### src/rtl/ahb_pkg.sv
// Shared AHB-Lite encodings and FSM state type for the burst master.
package ahb_pkg;
    localparam logic [1:0] HTRANS_IDLE = 2'b00;
    localparam logic [1:0] HTRANS_BUSY = 2'b01;
    localparam logic [1:0] HTRANS_NSEQ = 2'b10;
    localparam logic [1:0] HTRANS_SEQ  = 2'b11;

    localparam logic [1:0] HSIZE_BYTE = 2'b00;
    localparam logic [1:0] HSIZE_HALF = 2'b01;
    localparam logic [1:0] HSIZE_WORD = 2'b10;

    localparam logic [3:0] HBURST_INCR = 4'b0001;

    localparam logic HRESP_OKAY  = 1'b0;
    localparam logic HRESP_ERROR = 1'b1;

    typedef enum logic [1:0] {ST_IDLE, ST_NSEQ, ST_SEQ} state_t;

    // Size 11 is not supported by the bridge; fold it onto word.
    function automatic logic [1:0] norm_size(input logic [1:0] s);
        return (s == 2'b11) ? HSIZE_WORD : s;
    endfunction
endpackage

### src/rtl/ahb_addr_gen.sv
// Next-beat address for an INCR burst plus a flag when that address lands on a BOUND edge.
module ahb_addr_gen import ahb_pkg::*; #(
    parameter int BOUND = 1024
) (
    input  logic [31:0] addr,
    input  logic [1:0]  size,
    output logic [31:0] next_addr,
    output logic        crosses_bound
);
    localparam int BW = $clog2(BOUND);

    logic [31:0] incr;

    always_comb begin
        incr = 32'd4;
        case (size)
            HSIZE_BYTE: incr = 32'd1;
            HSIZE_HALF: incr = 32'd2;
            default:    incr = 32'd4;
        endcase
    end

    assign next_addr     = addr + incr;
    assign crosses_bound = (next_addr[BW-1:0] == '0);
endmodule

### src/rtl/ahb_burst_master.sv
// AHB-Lite INCR burst master: command/write/read handshakes in, pipelined NSEQ/SEQ/BUSY out.
module ahb_burst_master import ahb_pkg::*; #(
    parameter int LEN_W = 8,
    parameter int BOUND = 1024
) (
    input  logic             hclk,
    input  logic             hreset,
    input  logic             cmd_valid,
    output logic             cmd_ready,
    input  logic             cmd_write,
    input  logic [31:0]      cmd_addr,
    input  logic [1:0]       cmd_size,
    input  logic [LEN_W-1:0] cmd_len,
    input  logic             wdata_valid,
    output logic             wdata_ready,
    input  logic [31:0]      wdata,
    output logic             rdata_valid,
    output logic [31:0]      rdata,
    output logic             done,
    output logic             done_err,
    output logic             hsel,
    output logic [1:0]       htrans,
    output logic [1:0]       hsize,
    output logic [3:0]       hburst,
    output logic             hwrite,
    output logic [31:0]      haddr,
    output logic [31:0]      hwdata,
    input  logic             hready,
    input  logic [31:0]      hrdata,
    input  logic [2:0]       hresp
);
    state_t           state;
    logic [LEN_W-1:0] cnt, len_q;
    logic             write_q, bnd_q, err;
    logic             dp_valid, dp_write, dp_last;
    logic [31:0]      next_addr;
    logic             crosses;
    logic             accepted, err_now, last_beat, cmd_fire, unused_resp;

    ahb_addr_gen #(.BOUND(BOUND)) u_addr_gen (
        .addr          (haddr),
        .size          (hsize),
        .next_addr     (next_addr),
        .crosses_bound (crosses)
    );

    assign hburst      = HBURST_INCR;
    assign accepted    = hready & htrans[1];
    assign err_now     = dp_valid & hready & (hresp[0] != HRESP_OKAY);
    assign last_beat   = (cnt == len_q);
    assign cmd_ready   = (state == ST_IDLE) & hready & ~hreset;
    assign cmd_fire    = cmd_valid & cmd_ready;
    assign wdata_ready = accepted & hwrite & ~hreset;
    assign unused_resp = ^hresp[2:1];

    always_ff @(posedge hclk) begin
        if (hreset) begin
            state       <= ST_IDLE;
            htrans      <= HTRANS_IDLE;
            hsel        <= 1'b0;
            haddr       <= '0;
            hsize       <= HSIZE_BYTE;
            hwrite      <= 1'b0;
            hwdata      <= '0;
            rdata_valid <= 1'b0;
            rdata       <= '0;
            done        <= 1'b0;
            done_err    <= 1'b0;
            cnt         <= '0;
            len_q       <= '0;
            write_q     <= 1'b0;
            bnd_q       <= 1'b0;
            err         <= 1'b0;
            dp_valid    <= 1'b0;
            dp_write    <= 1'b0;
            dp_last     <= 1'b0;
        end else begin
            rdata_valid <= 1'b0;
            done        <= 1'b0;
            done_err    <= 1'b0;
            if (hready) begin
                if (dp_valid) begin
                    if (!dp_write) begin
                        rdata_valid <= 1'b1;
                        rdata       <= hrdata;
                    end
                    if (err_now || dp_last) begin
                        done     <= 1'b1;
                        done_err <= err | err_now;
                    end
                    if (err_now) err <= 1'b1;
                end
                // A beat accepted alongside an ERROR completion is dropped, so no second done.
                dp_valid <= accepted & ~err_now;
                dp_write <= hwrite;
                dp_last  <= accepted & last_beat;
                if (wdata_ready) hwdata <= wdata;

                case (state)
                    ST_IDLE: begin
                        htrans <= HTRANS_IDLE;
                        hsel   <= 1'b0;
                        if (cmd_fire) begin
                            state   <= ST_NSEQ;
                            haddr   <= cmd_addr;
                            hsize   <= norm_size(cmd_size);
                            hwrite  <= cmd_write;
                            write_q <= cmd_write;
                            len_q   <= cmd_len;
                            cnt     <= '0;
                            err     <= 1'b0;
                            hsel    <= 1'b1;
                            htrans  <= (cmd_write && !wdata_valid) ? HTRANS_IDLE : HTRANS_NSEQ;
                        end
                    end
                    default: begin
                        if (err_now || (accepted && last_beat)) begin
                            state  <= ST_IDLE;
                            htrans <= HTRANS_IDLE;
                            hsel   <= 1'b0;
                        end else if (accepted) begin
                            state  <= ST_SEQ;
                            cnt    <= cnt + 1'b1;
                            haddr  <= next_addr;
                            bnd_q  <= crosses;
                            if (write_q && !wdata_valid) htrans <= HTRANS_BUSY;
                            else htrans <= crosses ? HTRANS_NSEQ : HTRANS_SEQ;
                        end else if (!write_q || wdata_valid) begin
                            // Leaving a write wait (IDLE in NSEQ, BUSY in SEQ) at the held address.
                            if (state == ST_NSEQ) htrans <= HTRANS_NSEQ;
                            else htrans <= bnd_q ? HTRANS_NSEQ : HTRANS_SEQ;
                        end
                    end
                endcase
            end
        end
    end
endmodule

### config.mk
export PLATFORM = sky130hd
export DESIGN_NAME = ahb_burst_master
export DESIGN_NICKNAME = d
export VERILOG_FILES = /design/src/rtl/ahb_pkg.sv /design/src/rtl/ahb_addr_gen.sv /design/src/rtl/ahb_burst_master.sv
export SDC_FILE = /design/constraint.sdc
export NUM_CORES = 1
export LEC_CHECK = 0
export CAP_MARGIN = 5
export CORE_MARGIN = 3
export CORE_UTILIZATION = 48
export DETAILED_ROUTE_END_ITERATION = 6
export PLACE_DENSITY = 0.93
export SKIP_CTS_REPAIR_TIMING = 1
export SLEW_MARGIN = 20
export SYNTH_ARGS = -nofsm -noshare
export SYNTH_HDL_FRONTEND = slang
export SYNTH_SLANG_ARGS = --single-unit
### constraint.sdc
create_clock -name hclk -period 5.9 [get_ports hclk]
set_clock_uncertainty 0.1 [all_clocks]
set_input_delay 1.18 -clock hclk [delete_from_list [all_inputs] [get_ports hclk]]
set_output_delay 1.18 -clock hclk [all_outputs]
set_load 0.01 [all_outputs]
==> flow_summary.toml, run 1 <==
[yosys]
syn_area_per_cell_sq_um = 7.60
yosys-top-cells-area = "dfxtp_1 44%, nand2_1 13%, a21oi_1 6.7%"
synth_top_area_share_pct = 44.0
yosys.area.top_type = "dfxtp_1"
synth-seq-cells = 128
syn_area_sq_um = 5830
seq_area_frac_synth_pct = 44.0
yosysUniqueCellTypes = 58
async_reset_ff_share_pct = 0
synth_cells = 767
ys_warn_count = 0
synth_top_flop_cell = "dfxtp_1"
synth-edff-count = 0

[clock_network]
ctsRootBufferMaster = "clkbuf_16"
clkLatencyLatePin_ns = 0.42
ctsHtreeMaxLevel = 4
cts_buffers = 17
cts_tree = "done"
cts_buffer_depth = 2
numClockSinks = 128
clk_pin_slew_ns = 0.05

[timing]
post-route-min-period_ns = 4.34
worstMarginPinSlew_ns = 0.963
setup-tns-final_ns = 0
max_clock_freq_mhz = 230
finalCritPeriodShare_pct = 73.6
relSlewSlack_pct = 35.7
finalSetupViolCount = 0
slew_viol_final = 0
hold_viol_final = 0
rsz0062_at_grt = "false"

[grt]
grt_usage_pct = 25.4
globalRouteOverflowTotal = 0
antenna_found_initial = 0
grt_max_degree = 78
grt_pass1_wl_mm = 27.6
grt_pass1_vias = 5749

[critical_path]
crit_required_ns = 4.62
cp.depth = 4
path_max_fanout = 15
critPathMaxStageDelay_ns = 0.75
crit_path_top_delay_cell = "clkdlybuf4s50_1"
arrival_ns = 3.06
end_kind = "output port"
cp_num_buf_inv = 2
reg2reg_depth = 6
cp_common_cell = "clkdlybuf4s50_1"
start_kind = "input port"
critPathTopFamily = "buffers and inverters"
cp_cell_sequence = "clkdlybuf4s50_1 -> nor2b_1 -> and3_2 -> clkdlybuf4s50_1"
critPathKind = "in -> out"

[worst_hold_path]
hold_class = "reg -> reg"
whs_path_depth = 2

[floorplanning]
coreArea_sq_um = 11700
die_area_sq_um = 13500
start_util_pct = 50.0
boundaryPins = 226
rows = 39
die-height_microns = 116
die_w_microns = 116

[layout]
antenna_cells = 0
post-route-util_pct = 73.5
layout.nets = 1075
drive_above_1_share_pct = 4.96
syn_to_final_growth_pct = 47.1
nFillCells = 866

[route]
vias = 6201
wirelength_mm = 17.5
dr.pass1.iters = 5
wire_per_inst_microns = 15.8
viasPerCell = 5.59
final_antenna_net_count = 0
drc = 0
drtIter0Drc = 590

[run]
maxCapViolations = 0

[placement]
io_buffer_count = 219
gp_congestion = 0.858
post-dp-hpwl_mm = 11.7

[status]
status = "complete, no violations"

[pwr]
p_leak_nw = 3.09
powerDensity_nw_per_um2 = 249
peakVddDrop_uv = 251
-- power by group --
part           internal [mW]  switching, mW
registers              0.885         0.0225
clock network          0.639          0.360
logic                  0.127          0.102
total                   1.65          0.484
-- routing by layer --
layer / vias up / track usage [%] / wire [microns] / part of all wire (%)
met5: - / 0 / 0 / 0
li1: 3022 / - / - / -
met3: 34 / 9.43 / 1550 / 8.8
met2: 265 / 41.5 / 8440 / 48
met4: 0 / 10.1 / 320 / 1.8
met1: 2880 / 30.5 / 7190 / 41
-- cells in the final DEF (no fill, tap or decap), types with 11 or more instances in the layout --
cell,n
nor2_1,33
o21ai_0,69
xor2_1,12
a21oi_1,78
and2_1,11
nand2_1,209
clkbuf_16,17
nand3_1,29
clkdlybuf4s50_1,218
dfxtp_1,128
o31ai_1,14
-- cell usage after synthesis, types with 2 or more instances --
master and count:
a211oi_1 4, a21oi_1 78, a22o_1 6, a311oi_1 3, a31oi_1 6, a32o_1 2, and2_1 11, and3_1 8
buf_1 6, buf_2 4, buf_4 6, clkbuf_1 41, conb_1 2, dfxtp_1 128, ha_1 4, inv_1 3
mux2i_1 2, nand2_1 209, nand2b_1 3, nand3_1 29, nand3_2 2, nand4_1 8, nor2_1 35, nor2b_1 5
nor3_1 9, nor4_1 10, o211ai_1 5, o21a_1 6, o21ai_0 69, o31ai_1 14, o32ai_1 2, or2_2 2
or3_1 6, xnor2_1 4, xor2_1 12
-- path summary, 6_finish.rpt --
check | from | endpoint | slack (ns)
setup / recovery | hready | wdata_ready | 1.56
hold / removal | rdata[15] | rdata[15] | 0.35
setup reg to reg | state[1] | cnt[6] | 2.80
hold reg to reg | rdata[15] | rdata[15] | 0.35
-- logic make-up (layout without fill, tap and decap cells) --
| kind of cell | Yosys count | after routing | synth area share [%] |
|---|---|---|---|
| fa+ha+maj | 5 | 5 | 1.20 |
| buf+inv | 61 | 259 | 4.40 |
| xor+xnor | 16 | 16 | 2.40 |
| simple gates | 349 | 349 | 27.3 |
| other cells | 2 | 4 | 0.129 |
| compound gates | 204 | 204 | 20.3 |
| flops | 128 | 128 | 44.0 |
| mux | 2 | 2 | 0.343 |
-- worst min-delay path, delay by kind of cell, from the launching register on --
family	cells	cell delay, ns
and+or+nand+nor	1	0.05
AOI/OAI and AO/OA	1	0.05
DFF	1	0.30
-- flip-flops by register name (all words and copies together), names as in the netlist, 2 cells and up --
signal / cells
haddr: 32
hwdata: 32
rdata: 32
cnt: 8
len_q: 8
hsize: 2
htrans: 2
state: 2
-- metrics by stage --
step | instance area [sq um] | cells | setup slack (ns) | hold WS (ns) | power (mW)
floorplan | 5840 | 769 | 2.33 | 0.324 | 1.02
global placement | 8010 | 1079 | 1.53 | 0.341 | 1.15
detailed placement | 8010 | 1079 | 1.47 | 0.345 | 1.15
CTS | 8570 | 1110 | 1.56 | 0.353 | 2.15
global route | 8580 | 1110 | 1.38 | 0.369 | 2.21
finish | 8580 | 1110 | 1.56 | 0.350 | 2.14
-- layout make-up --
cell class	instances	area [sq um]	area share [%]
Clock inverter	6	82.6	0.963
Tap cell	143	179	2.09
Multi-Input combinational cell	580	3040	35.4
Sequential cell	128	2560	29.9
Inverter	4	15.0	0.175
Timing Repair Buffer	224	2220	25.9
Clock buffer	25	475	5.54
No activity file was read; power rests on OpenSTA's default activity.
==> run 2: changes to the inputs <==
CORE_UTILIZATION = 44   (was 48)
PLACE_DENSITY = 0.86   (was 0.93)
clock period = 4.2 ns   (was 5.9 ns; I/O delays follow)
==> run 2 against run 1 <==
Against the previous run:
- worst setup slack worse by 0.72 ns
- routed wire length down 0.46%
- critical endpoint unchanged
- largest cell class unchanged
- total power up 46%
==> flow_summary.toml, run 2 (synthesis gave the netlist of run 1 again) <==
[clock_network]
cts_tree = "done"
numClockSinks = 128
ctsRootBufferMaster = "clkbuf_16"
clk_pin_slew_ns = 0.05
cts_buffers = 17
cts_buffer_depth = 2
ctsHtreeMaxLevel = 4
clkLatencyLatePin_ns = 0.42

[critical_path]
start_kind = "input port"
cp_num_buf_inv = 2
cp_cell_sequence = "clkdlybuf4s50_1 -> nor2b_1 -> and3_2 -> clkdlybuf4s50_1"
crit_required_ns = 3.26
cp_common_cell = "clkdlybuf4s50_1"
path_max_fanout = 4
crit_path_top_delay_cell = "clkdlybuf4s50_1"
critPathTopFamily = "buffers and inverters"
critPathKind = "in -> out"
critPathMaxStageDelay_ns = 0.56
end_kind = "output port"
arrival_ns = 2.42

[placement]
post-dp-hpwl_mm = 11.9
io_buffer_count = 219
place_area_sq_um = 8080
gp_congestion = 0.817

[route]
drtIter0Drc = 665
dr.pass1.iters = 6
wire_per_inst_microns = 15.2
vias = 6108
wirelength_mm = 17.4
viasPerCell = 5.34
drc = 0
final_antenna_net_count = 0

[timing]
hold_viol_final = 0
finalSetupViolCount = 0
finalCritPeriodShare_pct = 80.1
max_clock_freq_mhz = 297
worstMarginPinSlew_ns = 0.811
relSlewSlack_pct = 45.9
setup-tns-final_ns = 0
post-route-min-period_ns = 3.36
slew_viol_final = 0
rsz0062_at_grt = "false"

[floorplanning]
die_w_microns = 121
start_util_pct = 45.6
rows = 41
coreArea_sq_um = 12800
die-height_microns = 121
die_area_sq_um = 14700
boundaryPins = 226

[grt]
grt_pass1_vias = 5776
grt_usage_pct = 23.5
grt_pass1_wl_mm = 28.0
grt_max_degree = 76
antenna_found_initial = 0
globalRouteOverflowTotal = 0

[layout]
reg.largest.list = "haddr (32), hwdata (32), rdata (32)"
nFillCells = 1031
final_cell_mix = "218 x clkdlybuf4s50_1, 209 x nand2_1, 128 x dfxtp_1, 78 x a21oi_1, 69 x o21ai_0"
antenna_cells = 0
layout.nets = 1079
layout_commonest_cell = "clkdlybuf4s50_1"
syn_to_final_growth_pct = 49.3
design_area_sq_um = 8700
drive_above_1_share_pct = 6.07

[run]
maxCapViolations = 0

[status]
status = "complete, no violations"

[worst_hold_path]
hold_class = "reg -> reg"

[pwr]
p_leak_nw = 3.13
powerDensity_nw_per_um2 = 357
peakVddDrop_uv = 319
-- run 2: cell count changes in the layout (fill, tap and decap cells not counted), sizes merged --
cell	delta
inv	+2
clkinvlp	+4
clkbuf	-3
clkinv	-2
buf	+4
-- run 2: stage by stage --
step	std cells	hold WS, ns	setup slack, ns	power [mW]	util (%)
finish	1144	0.352	0.836	3.11	68.1
global route	1144	0.372	0.736	3.22	68.1
CTS	1144	0.354	0.813	3.13	68.1
detailed placement	1112	0.346	0.788	1.62	63.2
global placement	1112	0.341	0.816	1.62	63.2
floorplan	769	0.324	1.31	1.44	-
-- run 2: final cells by class --
cell class	instances	area [sq um]	area share, %
Tap cell	172	215	2.47
Sequential cell	128	2560	29.4
Clock buffer	22	494	5.68
Inverter	4	15.0	0.173
Timing Repair Buffer	228	2250	25.9
Multi-Input combinational cell	580	3040	34.9
Clock inverter	10	124	1.42
-- run 2: report_power, final --
group,switching [mW],internal [mW]
Sequential,0.0311,1.24
Combinational,0.144,0.181
Clock,0.551,0.957
Total,0.727,2.38
-- run 2: worst paths after layout --
kind	start	to	slack, ns	cells past startpoint
setup reg to reg	hsize[1]	bnd_q	1.37	9
hold / removal	hwdata[6]	hwdata[6]	0.35	2
hold reg to reg	hwdata[6]	hwdata[6]	0.35	2
setup / recovery	hready	wdata_ready	0.84	4
-- run 2: worst register-to-register path, stage by stage, from the launching register on --
cell and delay [ns]:
dfxtp_1 0.43, nor2_1 0.09, ha_1 0.21, fa_1 0.41, a21oi_1 0.45, nor2_1 0.21
xor2_1 0.19, nor4_1 0.20, nand3_1 0.18, o41ai_1 0.26
-- run 2: metal layers --
metal	wire (microns)	global-route usage, %
met3	1620	8.53
met4	272	7.79
met5	0	0
met2	8390	38.3
met1	7140	28.7
